## src/rtl/clock_mode_controller.sv

```systemverilog
// Button conditioning plus run/adjust sequencing for the digital clock front end.
// Optional auto-repeat of held up/down buttons: define CLOCK_CTRL_AUTOREPEAT_EN.

module clock_mode_debounce #(
  parameter int CYCLES = 4
) (
  input  logic clk,
  input  logic rst,
  input  logic i_raw,
  output logic o_level,
  output logic o_press
);
  localparam int CW = (CYCLES > 2) ? $clog2(CYCLES) : 1;
  localparam logic [CW-1:0] LAST = CW'(CYCLES - 1);

  logic [1:0]    r_sync;
  logic          r_level;
  logic          r_level_d;
  logic [CW-1:0] r_cnt;

  always_ff @(posedge clk) begin
    if (rst) begin
      r_sync    <= 2'b00;
      r_level   <= 1'b0;
      r_level_d <= 1'b0;
      r_cnt     <= '0;
    end else begin
      r_sync    <= {r_sync[0], i_raw};
      r_level_d <= r_level;
      if (r_sync[1] == r_level) begin
        r_cnt <= '0;
      end else if (r_cnt == LAST) begin
        r_level <= r_sync[1];
        r_cnt   <= '0;
      end else begin
        r_cnt <= r_cnt + 1'b1;
      end
    end
  end

  assign o_level = r_level;
  assign o_press = r_level & ~r_level_d;
endmodule

module clock_mode_controller #(
  parameter int DEBOUNCE_CYCLES = 500000,
  parameter int REPEAT_DELAY    = 50000000,
  parameter int REPEAT_RATE     = 10000000
) (
  input  logic       clk,
  input  logic       rst,
  input  logic       tick_1hz,
  input  logic       btn_mode,
  input  logic       btn_up,
  input  logic       btn_down,
  output logic       enable_seconds,
  output logic       adjust_enable_minutes,
  output logic       adjust_enable_hours,
  output logic       Up_down,
  output logic [1:0] mode_led,
  output logic       blink
);
  typedef enum logic [1:0] {
    RUN      = 2'b00,
    ADJ_HOUR = 2'b01,
    ADJ_MIN  = 2'b10,
    BAD      = 2'b11
  } state_t;

  // bit 0 = mode, bit 1 = up, bit 2 = down
  logic [2:0] w_lvl;
  logic [2:0] w_press;

  clock_mode_debounce #(.CYCLES(DEBOUNCE_CYCLES)) u_db [2:0] (
    .clk     (clk),
    .rst     (rst),
    .i_raw   ({btn_down, btn_up, btn_mode}),
    .o_level (w_lvl),
    .o_press (w_press)
  );

  state_t r_state, w_next;
  logic   r_en_sec, r_adj_h, r_adj_m, r_updn, r_blink;
  logic   w_en_sec, w_adj_h, w_adj_m, w_updn, w_blink;

  logic w_mode, w_up_only, w_dn_only, w_adj;
  logic w_rpt_up, w_rpt_dn, w_step_up, w_step_dn;
  logic w_unused;

  assign w_mode    = w_press[0];
  assign w_up_only = w_press[1] & ~w_press[2] & ~w_mode;
  assign w_dn_only = w_press[2] & ~w_press[1] & ~w_mode;
  assign w_adj     = (r_state == ADJ_HOUR) || (r_state == ADJ_MIN);

`ifdef CLOCK_CTRL_AUTOREPEAT_EN
  localparam int RMAX = (REPEAT_DELAY > REPEAT_RATE) ? REPEAT_DELAY : REPEAT_RATE;
  localparam int RW   = $clog2(RMAX + 1);

  logic          r_rpt_act, r_rpt_dir, r_rpt_first;
  logic [RW-1:0] r_rpt_cnt;
  logic          w_rpt_stop, w_rpt_hit;

  // Holding button must stay the only accepted direction, in an adjust state.
  assign w_rpt_stop = ~w_adj | w_mode | (w_lvl[1] & w_lvl[2]) |
                      ~(r_rpt_dir ? w_lvl[1] : w_lvl[2]);
  assign w_rpt_hit  = r_rpt_act & ~w_rpt_stop &
                      (r_rpt_first ? (r_rpt_cnt == RW'(REPEAT_DELAY - 1))
                                   : (r_rpt_cnt == RW'(REPEAT_RATE - 1)));
  assign w_rpt_up   = w_rpt_hit & r_rpt_dir;
  assign w_rpt_dn   = w_rpt_hit & ~r_rpt_dir;
  assign w_unused   = w_lvl[0];

  always_ff @(posedge clk) begin
    if (rst) begin
      r_rpt_act   <= 1'b0;
      r_rpt_dir   <= 1'b1;
      r_rpt_first <= 1'b0;
      r_rpt_cnt   <= '0;
    end else if ((w_up_only | w_dn_only) & w_adj) begin
      r_rpt_act   <= 1'b1;
      r_rpt_dir   <= w_up_only;
      r_rpt_first <= 1'b1;
      r_rpt_cnt   <= '0;
    end else if (r_rpt_act & w_rpt_stop) begin
      r_rpt_act <= 1'b0;
    end else if (w_rpt_hit) begin
      r_rpt_first <= 1'b0;
      r_rpt_cnt   <= '0;
    end else if (r_rpt_act) begin
      r_rpt_cnt <= r_rpt_cnt + 1'b1;
    end
  end
`else
  assign w_rpt_up = 1'b0;
  assign w_rpt_dn = 1'b0;
  assign w_unused = ^{w_lvl, REPEAT_DELAY[0], REPEAT_RATE[0]};
`endif

  assign w_step_up = w_up_only | w_rpt_up;
  assign w_step_dn = w_dn_only | w_rpt_dn;

  always_ff @(posedge clk) begin
    if (rst) begin
      r_state  <= RUN;
      r_en_sec <= 1'b0;
      r_adj_h  <= 1'b0;
      r_adj_m  <= 1'b0;
      r_updn   <= 1'b1;
      r_blink  <= 1'b0;
    end else begin
      r_state  <= w_next;
      r_en_sec <= w_en_sec;
      r_adj_h  <= w_adj_h;
      r_adj_m  <= w_adj_m;
      r_updn   <= w_updn;
      r_blink  <= w_blink;
    end
  end

  always_comb begin
    w_next   = r_state;
    w_en_sec = 1'b0;
    w_adj_h  = 1'b0;
    w_adj_m  = 1'b0;
    w_updn   = r_updn;
    w_blink  = r_blink;
    case (r_state)
      RUN: begin
        w_en_sec = tick_1hz;
        w_updn   = 1'b1;
        w_blink  = 1'b0;
        if (w_mode) w_next = ADJ_HOUR;
      end
      ADJ_HOUR: begin
        if (tick_1hz) w_blink = ~r_blink;
        if (w_mode) begin
          w_next = ADJ_MIN;
        end else if (w_step_up ^ w_step_dn) begin
          w_adj_h = 1'b1;
          w_updn  = w_step_up;
        end
      end
      ADJ_MIN: begin
        if (tick_1hz) w_blink = ~r_blink;
        if (w_mode) begin
          w_next  = RUN;
          w_updn  = 1'b1;
          w_blink = 1'b0;
        end else if (w_step_up ^ w_step_dn) begin
          w_adj_m = 1'b1;
          w_updn  = w_step_up;
        end
      end
      default: begin
        w_next  = RUN;
        w_updn  = 1'b1;
        w_blink = 1'b0;
      end
    endcase
  end

  assign enable_seconds        = r_en_sec;
  assign adjust_enable_hours   = r_adj_h;
  assign adjust_enable_minutes = r_adj_m;
  assign Up_down               = r_updn;
  assign mode_led              = r_state;
  assign blink                 = r_blink;
endmodule

```

## config.mk

```make
export PLATFORM = sky130hd
export DESIGN_NAME = clock_mode_controller
export DESIGN_NICKNAME = d
export VERILOG_FILES = /design/src/rtl/clock_mode_controller.sv
export SDC_FILE = /design/constraint.sdc
export NUM_CORES = 1
export LEC_CHECK = 0
export BUFFER_PORTS_ARGS = -buffer_cell sky130_fd_sc_hd__clkbuf_2
export CORE_ASPECT_RATIO = 1.75
export CORE_UTILIZATION = 55
export CTS_BUF_LIST = sky130_fd_sc_hd__clkbuf_4
export DETAILED_ROUTE_END_ITERATION = 8
export GPL_ROUTABILITY_DRIVEN = 0
export PLACE_DENSITY = 0.72
export SLEW_MARGIN = 20
export SYNTH_ARGS = -nofsm -noshare
export SYNTH_HDL_FRONTEND = slang
export SYNTH_SLANG_ARGS = --single-unit
```

## constraint.sdc

```tcl
create_clock -name clk -period 4.3 [get_ports clk]
set_input_delay 0 -clock clk [delete_from_list [all_inputs] [get_ports clk]]
set_output_delay 0 -clock clk [all_outputs]
set_load 0.005 [all_outputs]
```

==> metrics.yaml <==
place:
  place_ws_ns: 1.89
  io_buffers: 12
  dp_hpwl_microns: 4140
clock_tree:
  clk_latency_ns: 0.43
  clock-sinks: 76
  post_cts_buffers: 0
  clockRootBuffer: "clkbuf_4"
  cts_buffers: 9
  ctsResizeCount: 0
  postCtsHoldBufs: 4
  clock_path_buffers: 2
  cts_htree_levels: 3
  cts_tree: "yes"
  clk_pin_slew_ns: 0.11
yosys:
  synth_fa_ha_area_share_pct: 2.28
  syn_inst: 367
  yosys_warnings: 0
  syn-mean-instance-area_sq_um: 8.96
  synth-simple-area-share_pct: 29.4
  syn_nets: 379
  synth_edf_count: 0
  ys.flop_type: "dfxtp_1"
  synth.area.mux_share_pct: 1.03
  async_flop_share_pct: 0
  synth_compound_area_share_pct: 6.01
  synth_top_family_by_area: "simple AND/OR/NAND/NOR gates"
  seq_area_frac_synth_pct: 46.3
  yosysUniqueCellTypes: 36
  synth_area_sq_um: 3290
  synth_xor_area_share_pct: 12.2
  ys_seq_elements: 76
cells_and_area:
  drive_above_1_share_pct: 8.57
  area_delta_synth_final_pct: 7.99
  utilization_pct: 62.6
  nNetsFinal: 394
  antenna_cells: 0
pwr:
  p_leak_nw: 1.13
  ir_drop_mv: 0.239
  total_power_mw: 1.13
  power_density_nw_per_um2: 317
sta:
  fin_skew_ns: 0.0132
  period_minus_slack_ns: 2.35
  worstMarginPinSlew_ns: 0.719
  finalMaxSlewViolations: 0
  rsz0062_at_grt: "no"
  relSlewSlack_pct: 52.1
  fmax_ghz: 0.425
  fin_hold_ws_ns: 0.0130
  worst_slack_ns: 1.95
  final.period_utilization_pct: 54.7
  final-setup-viol-count: 0
  final.setup.tns_ns: 0
  hold_viol: 0
worst_setup_path:
  worstPathArrival_ns: 2.64
  cp-end-kind: "flop"
  cp-start-kind: "flop"
  critical_path_class: "flop to flop"
  required_ns: 4.59
  cp_max_fo: 18
die:
  start_util_pct: 58.0
  io_pins: 13
  die_w_microns: 60.5
  core-area_sq_um: 5680
  fp.dieH_microns: 104
  rows: 36
  dieArea_sq_um: 6310
grt:
  grt-ovfl-total: 0
  antenna_found_initial: 0
  grt_pass1_vias: 2367
  grt_pass1_wl_microns: 9960
  grt_max_degree: 23
  grt_usage_pct: 20.8
detailed_routing:
  drt_iter0_markers: 59
  totalWireLength_microns: 5820
  via_per_inst: 5.53
  wire_per_inst_microns: 12.6
  vias: 2551
  drcViolationCount: 0
  first_pass_iters: 4
  postRouteAntennaNets: 0
flow_run:
  max_cap_viol_count: 0
status:
  status: "completed"
min_path:
  hold_class: "input port to flop"
-- state kept, by name, summed over array words and instances, names as in the netlist --
register,flops
Up_down,1
adjust_enable_hours,1
adjust_enable_minutes,1
blink,1
enable_seconds,1
mode_led,2
u_db.o_level,3
u_db.r_cnt,57
u_db.r_level_d,3
u_db.r_sync,6
-- worst max-delay path, cell delays in order (launching register included) --
cell     delay, ns
dfxtp_1       0.39
ha_1          0.20
nand3_1       0.27
or4_4         0.64
o31ai_4       0.61
nor2_1        0.11
-- cell type report --
type / count / area (sq um)
clock buffers: 10 / 75.1
clock inverters: 4 / 42.5
fillers: 543 / 2120
inverters: 10 / 37.5
multi-input cells: 269 / 1680
flip-flops and latches: 76 / 1520
well taps: 76 / 95.1
repair buffers: 16 / 100
-- report_power, final --
group          internal, mW  leakage (nW)  total [mW]  switching [mW]
combinational       0.00877         0.446      0.0194          0.0106
clock                 0.173        0.0672       0.399           0.226
sequential            0.707         0.614       0.709         0.00191
-- metrics by stage --
step / instance area [sq um] / instances
2_1_floorplan: 3290 / 367
3_3_place_gp: 3390 / 443
3_5_place_dp: 3390 / 443
4_1_cts: 3550 / 461
5_1_grt: 3550 / 461
6_report: 3550 / 461
-- worst paths after layout --
path	depth (start not counted)	startpoint	slack, ns	end
max reg2reg	5	u_db[0].r_cnt[0]	1.95	u_db[0].r_cnt[8]
max	5	u_db[0].r_cnt[0]	1.95	u_db[0].r_cnt[8]
min	2	rst	0.01	u_db[1].r_sync[1]
min reg2reg	1	u_db[1].r_sync[0]	0.45	u_db[1].r_sync[1]
-- synth_stat cells, types with 10 or more instances --
library cell,instances,area share (%)
xor2_1,24,6.4
xnor2_1,22,5.9
nor2b_1,14,2.7
nand4_1,14,2.7
nand3_1,23,3.5
nand2_1,19,2.2
nor2_1,61,7.0
a21oi_1,12,1.8
clkbuf_1,10,1.1
inv_1,10,1.1
dfxtp_1,76,46
-- placed cells by master (no fill, tap or decap), types with 3 or more instances in the layout --
cell type and n:
xnor2_1 22, nor4_1 5, nor2b_1 14, or3_1 8, mux2_2 3, ha_1 6
nor2_1 61, o21ai_0 6, dlygate4sd3_1 4, clkbuf_4 10, or4_1 8, inv_1 10
and3_1 4, and4_1 6, nor3_1 8, o31ai_1 5, nor4b_1 5, xor2_1 24
a21oi_1 12, nand2_1 19, dfxtp_1 76, nand3_1 23, nand4_1 14, clkbuf_2 12
nand2b_1 4
-- cells by family after synthesis --
logic type	Yosys count
AND/OR/NAND/NOR	184
adder cells (fa/ha/maj)	6
flip-flops	76
multiplexers	3
AO/OA/AOI/OAI	30
buffers and inverters	22
XOR/XNOR	46
-- layer usage --
layer / GRT usage, % / vias to the layer above / share of wire (%)
met5: 0 / - / 0
met4: 13.5 / 0 / 3.1
met1: 23.1 / 1214 / 42
li1: - / 1304 / -
met3: 2.74 / 13 / 1.4
met2: 35.2 / 20 / 54
No activity file was read; power rests on OpenSTA's default activity.
